### src/rtl/seg_scan_if.sv
// Display-controller bus: load handshake and live controls in, scan drive out.
interface seg_scan_if #(
    parameter int unsigned NDIG = 8
);
    logic                load;
    logic [4*NDIG-1:0]   value;
    logic                load_ack;
    logic [NDIG-1:0]     blank_mask;
    logic                lz_en;
    logic [3:0]          bright;
    logic [2:0]          digit_sel;
    logic                digit_en;
    logic [3:0]          code;
    logic                bi_l;
    logic                frame_tick;

    modport master (
        output load, value, blank_mask, lz_en, bright,
        input  load_ack, digit_sel, digit_en, code, bi_l, frame_tick
    );

    modport slave (
        input  load, value, blank_mask, lz_en, bright,
        output load_ack, digit_sel, digit_en, code, bi_l, frame_tick
    );
endinterface

### src/rtl/seg_scan_ctrl.sv
// Time-multiplexed 7-segment scan controller with frame-synchronous loading,
// per-digit blanking, leading-zero suppression and PWM brightness.
module seg_scan_ctrl #(
    parameter int unsigned NDIG     = 8,
    parameter int unsigned PRESCALE = 1024
) (
    input  logic     clk,
    input  logic     reset,
    seg_scan_if.slave bus
);
    localparam int unsigned PW   = $clog2(PRESCALE);
    localparam int unsigned STEP = PRESCALE / 16;

    logic [PW-1:0]      p_q, p_d;
    logic [2:0]         idx_q, idx_d;
    logic [4*NDIG-1:0]  shadow_q, shadow_d;
    logic [4*NDIG-1:0]  pend_q, pend_d;
    logic               pend_flag_q, pend_flag_d;
    logic [2:0]         sel_q, sel_d;
    logic               en_q, en_d;
    logic [3:0]         code_q, code_d;
    logic               bi_l_q, bi_l_d;
    logic               ack_q, ack_d;
    logic               tick_q, tick_d;
    logic               slot_end;
    logic               boundary;

    assign slot_end = (p_q == PW'(PRESCALE - 1));
    assign boundary = slot_end && (idx_q == 3'(NDIG - 1));

    always_comb begin
        p_d         = slot_end ? '0 : p_q + 1'b1;
        idx_d       = idx_q;
        shadow_d    = shadow_q;
        pend_d      = pend_q;
        pend_flag_d = pend_flag_q;
        sel_d       = sel_q;
        code_d      = code_q;
        bi_l_d      = bi_l_q;
        ack_d       = 1'b0;
        tick_d      = boundary;

        if (slot_end) begin
            idx_d = (idx_q == 3'(NDIG - 1)) ? '0 : idx_q + 3'd1;
        end

        // A load on the boundary edge goes straight to shadow and supersedes pending.
        if (boundary) begin
            pend_flag_d = 1'b0;
            if (bus.load) begin
                shadow_d = bus.value;
                ack_d    = 1'b1;
            end else if (pend_flag_q) begin
                shadow_d = pend_q;
                ack_d    = 1'b1;
            end
        end else if (bus.load) begin
            pend_d      = bus.value;
            pend_flag_d = 1'b1;
        end

        en_d = (p_d != '0) && (32'(p_d) <= 32'(bus.bright) * STEP);

        if (p_d == '0) begin
            sel_d = idx_d;
            for (int unsigned j = 0; j < NDIG; j++) begin
                if (idx_d == 3'(j)) begin
                    code_d = shadow_d[4*j +: 4];
                    bi_l_d = !(bus.blank_mask[j] ||
                               (bus.lz_en && (j != 0) && ((shadow_d >> (4*j)) == '0)));
                end
            end
        end
    end

    always_ff @(posedge clk) begin
        if (reset) begin
            p_q         <= '0;
            idx_q       <= '0;
            shadow_q    <= '0;
            pend_q      <= '0;
            pend_flag_q <= 1'b0;
            sel_q       <= '0;
            en_q        <= 1'b0;
            code_q      <= '0;
            bi_l_q      <= 1'b0;
            ack_q       <= 1'b0;
            tick_q      <= 1'b0;
        end else begin
            p_q         <= p_d;
            idx_q       <= idx_d;
            shadow_q    <= shadow_d;
            pend_q      <= pend_d;
            pend_flag_q <= pend_flag_d;
            sel_q       <= sel_d;
            en_q        <= en_d;
            code_q      <= code_d;
            bi_l_q      <= bi_l_d;
            ack_q       <= ack_d;
            tick_q      <= tick_d;
        end
    end

    assign bus.digit_sel  = sel_q;
    assign bus.digit_en   = en_q;
    assign bus.code       = code_q;
    assign bus.bi_l       = bi_l_q;
    assign bus.load_ack   = ack_q;
    assign bus.frame_tick = tick_q;
endmodule

### src/flat_wrapper.sv
// flat-port wrapper written by rule: the top's interface ports become plain ports
module seg_scan_ctrl_flat 
#(
    parameter int unsigned NDIG     = 8,
    parameter int unsigned PRESCALE = 1024
)
  (clk, reset, bus_load, bus_value, bus_blank_mask, bus_lz_en, bus_bright, bus_load_ack, bus_digit_sel, bus_digit_en, bus_code, bus_bi_l, bus_frame_tick);
  seg_scan_if #(.NDIG(NDIG)) bus_i ();
  input  logic clk;
  input  logic reset;
  input wire logic [$bits(bus_i.load)-1:0] bus_load;
  input wire logic [$bits(bus_i.value)-1:0] bus_value;
  input wire logic [$bits(bus_i.blank_mask)-1:0] bus_blank_mask;
  input wire logic [$bits(bus_i.lz_en)-1:0] bus_lz_en;
  input wire logic [$bits(bus_i.bright)-1:0] bus_bright;
  output wire logic [$bits(bus_i.load_ack)-1:0] bus_load_ack;
  output wire logic [$bits(bus_i.digit_sel)-1:0] bus_digit_sel;
  output wire logic [$bits(bus_i.digit_en)-1:0] bus_digit_en;
  output wire logic [$bits(bus_i.code)-1:0] bus_code;
  output wire logic [$bits(bus_i.bi_l)-1:0] bus_bi_l;
  output wire logic [$bits(bus_i.frame_tick)-1:0] bus_frame_tick;
  assign bus_i.load = bus_load;
  assign bus_i.value = bus_value;
  assign bus_i.blank_mask = bus_blank_mask;
  assign bus_i.lz_en = bus_lz_en;
  assign bus_i.bright = bus_bright;
  assign bus_load_ack = bus_i.load_ack;
  assign bus_digit_sel = bus_i.digit_sel;
  assign bus_digit_en = bus_i.digit_en;
  assign bus_code = bus_i.code;
  assign bus_bi_l = bus_i.bi_l;
  assign bus_frame_tick = bus_i.frame_tick;
  seg_scan_ctrl #(.NDIG(NDIG), .PRESCALE(PRESCALE)) u_core (.clk(clk), .reset(reset), .bus(bus_i));
endmodule
### config.mk
export PLATFORM = sky130hd
export DESIGN_NAME = seg_scan_ctrl_flat
export DESIGN_NICKNAME = d
export VERILOG_FILES = /design/src/rtl/seg_scan_if.sv /design/src/rtl/seg_scan_ctrl.sv /design/src/flat_wrapper.sv
export SDC_FILE = /design/constraint.sdc
export NUM_CORES = 1
export LEC_CHECK = 0
export CAP_MARGIN = 20
export CORE_MARGIN = 3
export CORE_UTILIZATION = 40
export CTS_BUF_LIST = sky130_fd_sc_hd__clkbuf_16
export CTS_CLUSTER_DIAMETER = 50
export DETAILED_ROUTE_END_ITERATION = 7
export PLACE_DENSITY_LB_ADDON = 0.3
export SLEW_MARGIN = 0
export SYNTH_ARGS = -nofsm -noshare
export SYNTH_HDL_FRONTEND = slang
export SYNTH_SLANG_ARGS = --single-unit
### constraint.sdc
create_clock -name clk -period 3.6 [get_ports clk]
set_clock_uncertainty 0.1 [all_clocks]
set_input_delay 0.72 -clock clk [delete_from_list [all_inputs] [get_ports clk]]
set_output_delay 0.72 -clock clk [all_outputs]
set_load 0.05 [all_outputs]
==> metrics <==
Initial Util=41.9%; CTS Buf Count=9; layout cells sized above 1=6.32%; # nets final=716; Post-CTS Resized=0; vias per inst=5.70; crit path DAT=3480 ps; Slew HR=57.2%; Crit. End Element=flop; Die X=114 microns; Tcrit/Tclk final=93.4%; Routed WL=12.9 mm; Worst R2R Start=u_core.p_q[0]; status=complete, no violations; Yosys cell types=55; CTS clk-pin slew, worst paths=60 ps; crit-path max FO=26; initial antenna violation count=0; Max Freq=0.297 GHz; Antenna Violating Nets Remaining=0; post-CTS setup buffer count=0; Fin Setup TNS=0 ps; Clock Latency Late Sink=340 ps; I/O Buffers=58; first-pass GRT wire length=20.9 mm; max-cap violations=0; Inserted Diodes=0; number of synthesized flops with an enable pin=0; 1st-pass router iterations=5; largest net degree at the start of global routing=90; RSZ-0062 raised after global routing=false; core area=11100 sq um; Pwr per Cell Area=390 nW/um^2; register bit total from synthesis=89; maximum clock path buffer count=2; Leak Pwr=2.14 nW; Fin. Hold Viols=0; H-tree depth reported by CTS=3; dpl hpwl=9.09 mm; Post-Syn Area per Cell=7.47 sq um; row count=38; # IOs=59; asr flop ratio synth=0%; destination of the worst hold path=u_core.pend_q[30]; Final min period=3360 ps; setup violators final=0; critical path required time=3710 ps; hold path startpoint=u_core.pend_q[30]; drt drc=0; 1st-iter DRT viols=319; die height=114 microns; clk sink count=89; vias in the first global route=4321; Post-Syn Nets=680; # hold bufs at CTS=0; FILL cells=1111; Util after Layout=51.0%; drt wl/cell=16.0 microns; sequential element share of the synthesized area=38.2%; Clock Tree Root=clkbuf_16; R2R Path End=u_core.bus.bi_l; Yosys warning total=0; aggregate global routing overflow=0; Post-Synthesis Cells=624; TritonCTS clock tree=done; Main synth FF type=dfxtp_1; GP Congestion=0.951; Die ar.=13000 sq um; count of pins over their slew limit=0; Worst setup SP type=flop; Tightest Pin Transition=634 ps; hold path depth=2; Mapped Area=4660 sq um; kind of critical path=reg2reg; Worst Hold Class=reg2reg; area grow syn2layout=21.9%; flop2flop setup slack=240 ps; peak supply drop=0.000286 V; cell count of the worst reg-to-reg path=10; Tot GR Track Use=19.9%; Via Count=4588
## stage by stage
stage	instances	instance area, sq um	total power (W)	hold WS (ps)	setup WS, ps
detailed placement	788	5350	0.00128	347	288
global route	805	5680	0.00229	370	12.6
CTS	804	5650	0.00223	356	273
finish	805	5680	0.00221	354	238
global placement	788	5350	0.00127	343	476
floorplan	624	4660	0.00117	336	608
## state kept, by name (all words and copies together), names as in the netlist
name	cells
u_core.bus.code	4
u_core.idx_q	3
u_core.bus.digit_en	1
u_core.shadow_q	32
u_core.bus.digit_sel	3
u_core.p_q	10
u_core.bus.bi_l	1
u_core.bus.load_ack	1
u_core.bus.frame_tick	1
u_core.pend_flag_q	1
u_core.pend_q	32
## report_power, final
group,internal [W],switching (W)
Combinational,0.000102,0.000125
Clock,0.000543,0.000411
Sequential,0.00101,0.0000203
## how the worst max path moves through the flow
stage,startpoint,slack (ps),cells past startpoint,end
after floorplan,bus_load,610,10,u_core.bus.bi_l
after global placement,u_core.p_q[0],480,10,u_core.bus.bi_l
after detailed placement,u_core.p_q[0],290,10,u_core.bus.bi_l
after CTS,u_core.p_q[0],270,10,u_core.bus.bi_l
after global routing,u_core.p_q[0],10,10,u_core.bus.bi_l
final,u_core.p_q[0],240,10,u_core.bus.bi_l
## layout make-up
| cell class | count | area (sq um) | share of cell area (%) |
|---|---|---|---|
| multi-input cells | 474 | 2630 | 46.4 |
| repair buffers | 72 | 733 | 12.9 |
| well taps | 140 | 175 | 3.09 |
| flip-flops and latches | 89 | 1780 | 31.4 |
| inverters | 14 | 52.6 | 0.926 |
| clock inverters | 7 | 76.3 | 1.34 |
| clock buffers | 9 | 225 | 3.97 |
## synth_stat cells, types with 2 or more instances
master	instances	area share, %
nand2_1	138	11
dfxtp_1	89	38
nor2_1	56	4.5
o21ai_0	49	5.3
a21oi_1	47	5.0
clkbuf_1	31	2.5
a22oi_1	16	2.6
nor2b_1	15	2.0
inv_1	14	1.1
nand3_1	14	1.5
a22o_1	13	2.4
nor3_1	12	1.3
ha_1	8	2.1
mux2i_1	8	1.7
nor4_1	8	1.1
a211oi_1	7	1.1
buf_2	7	0.75
buf_1	6	0.48
a31oi_1	5	0.67
and2_1	5	0.67
and3_1	5	0.67
nand4_1	5	0.67
and4_1	4	0.75
mux2_2	4	0.97
nand2b_1	4	0.54
o211ai_1	4	0.64
o41ai_1	4	0.75
xnor2_1	4	0.75
xor2_1	4	0.75
a221oi_1	3	0.56
a2bb2oi_1	3	0.56
o221ai_1	3	0.56
o22ai_1	3	0.40
buf_4	2	0.32
nand3b_1	2	0.32
o21ai_1	2	0.21
o21bai_1	2	0.32
## critical path: stages (launching register included)
cell,delay (ps)
dfxtp_1,440
ha_1,300
nand3_1,230
or4_4,610
buf_4,240
a22oi_1,270
nand4_1,270
o21bai_1,270
a211oi_1,120
a221oi_2,290
a211oi_1,100
## metal layers
layer  vias up  routed length (microns)  part of all wire (%)  global-route usage, %
li1       2259                        -                     -                      -
met1      2172                     5850                    45                   26.1
met2       138                     6140                    48                   33.3
met3        19                      657                   5.1                   3.61
met4         0                      233                   1.8                   6.25
met5         -                        0                     0                      0
## kinds of logic after synthesis
kind of cell | count (synthesis) | share of synthesized area (%)
AND/OR/NAND/NOR | 275 | 26.8
buffers and inverters | 61 | 5.43
AO/OA/AOI/OAI | 171 | 23.2
adder cells (fa/ha/maj) | 8 | 2.15
flip-flops | 89 | 38.2
XOR/XNOR | 8 | 1.50
multiplexers | 12 | 2.69
## cell usage in the layout, fill, tap and decap left out, drive strengths merged, types with 5 or more instances in the layout
cell type      Yosys  final
and2               5      5
and3               5      5
nand4              6      6
a22oi             16     16
nor2              56     56
dfxtp             89     89
nand3             14     14
inv               14     16
clkbuf            31      9
nor3              13     13
nand2            138    138
buf               16     16
clkdlybuf4s50      0     56
a31oi              5      5
a211oi             7      7
o21ai             51     51
a22o              13     13
nor4               9      9
nor2b             15     15
a21oi             47     47
ha                 8      8
mux2i              8      8
(Power assumes the default switching activity.)
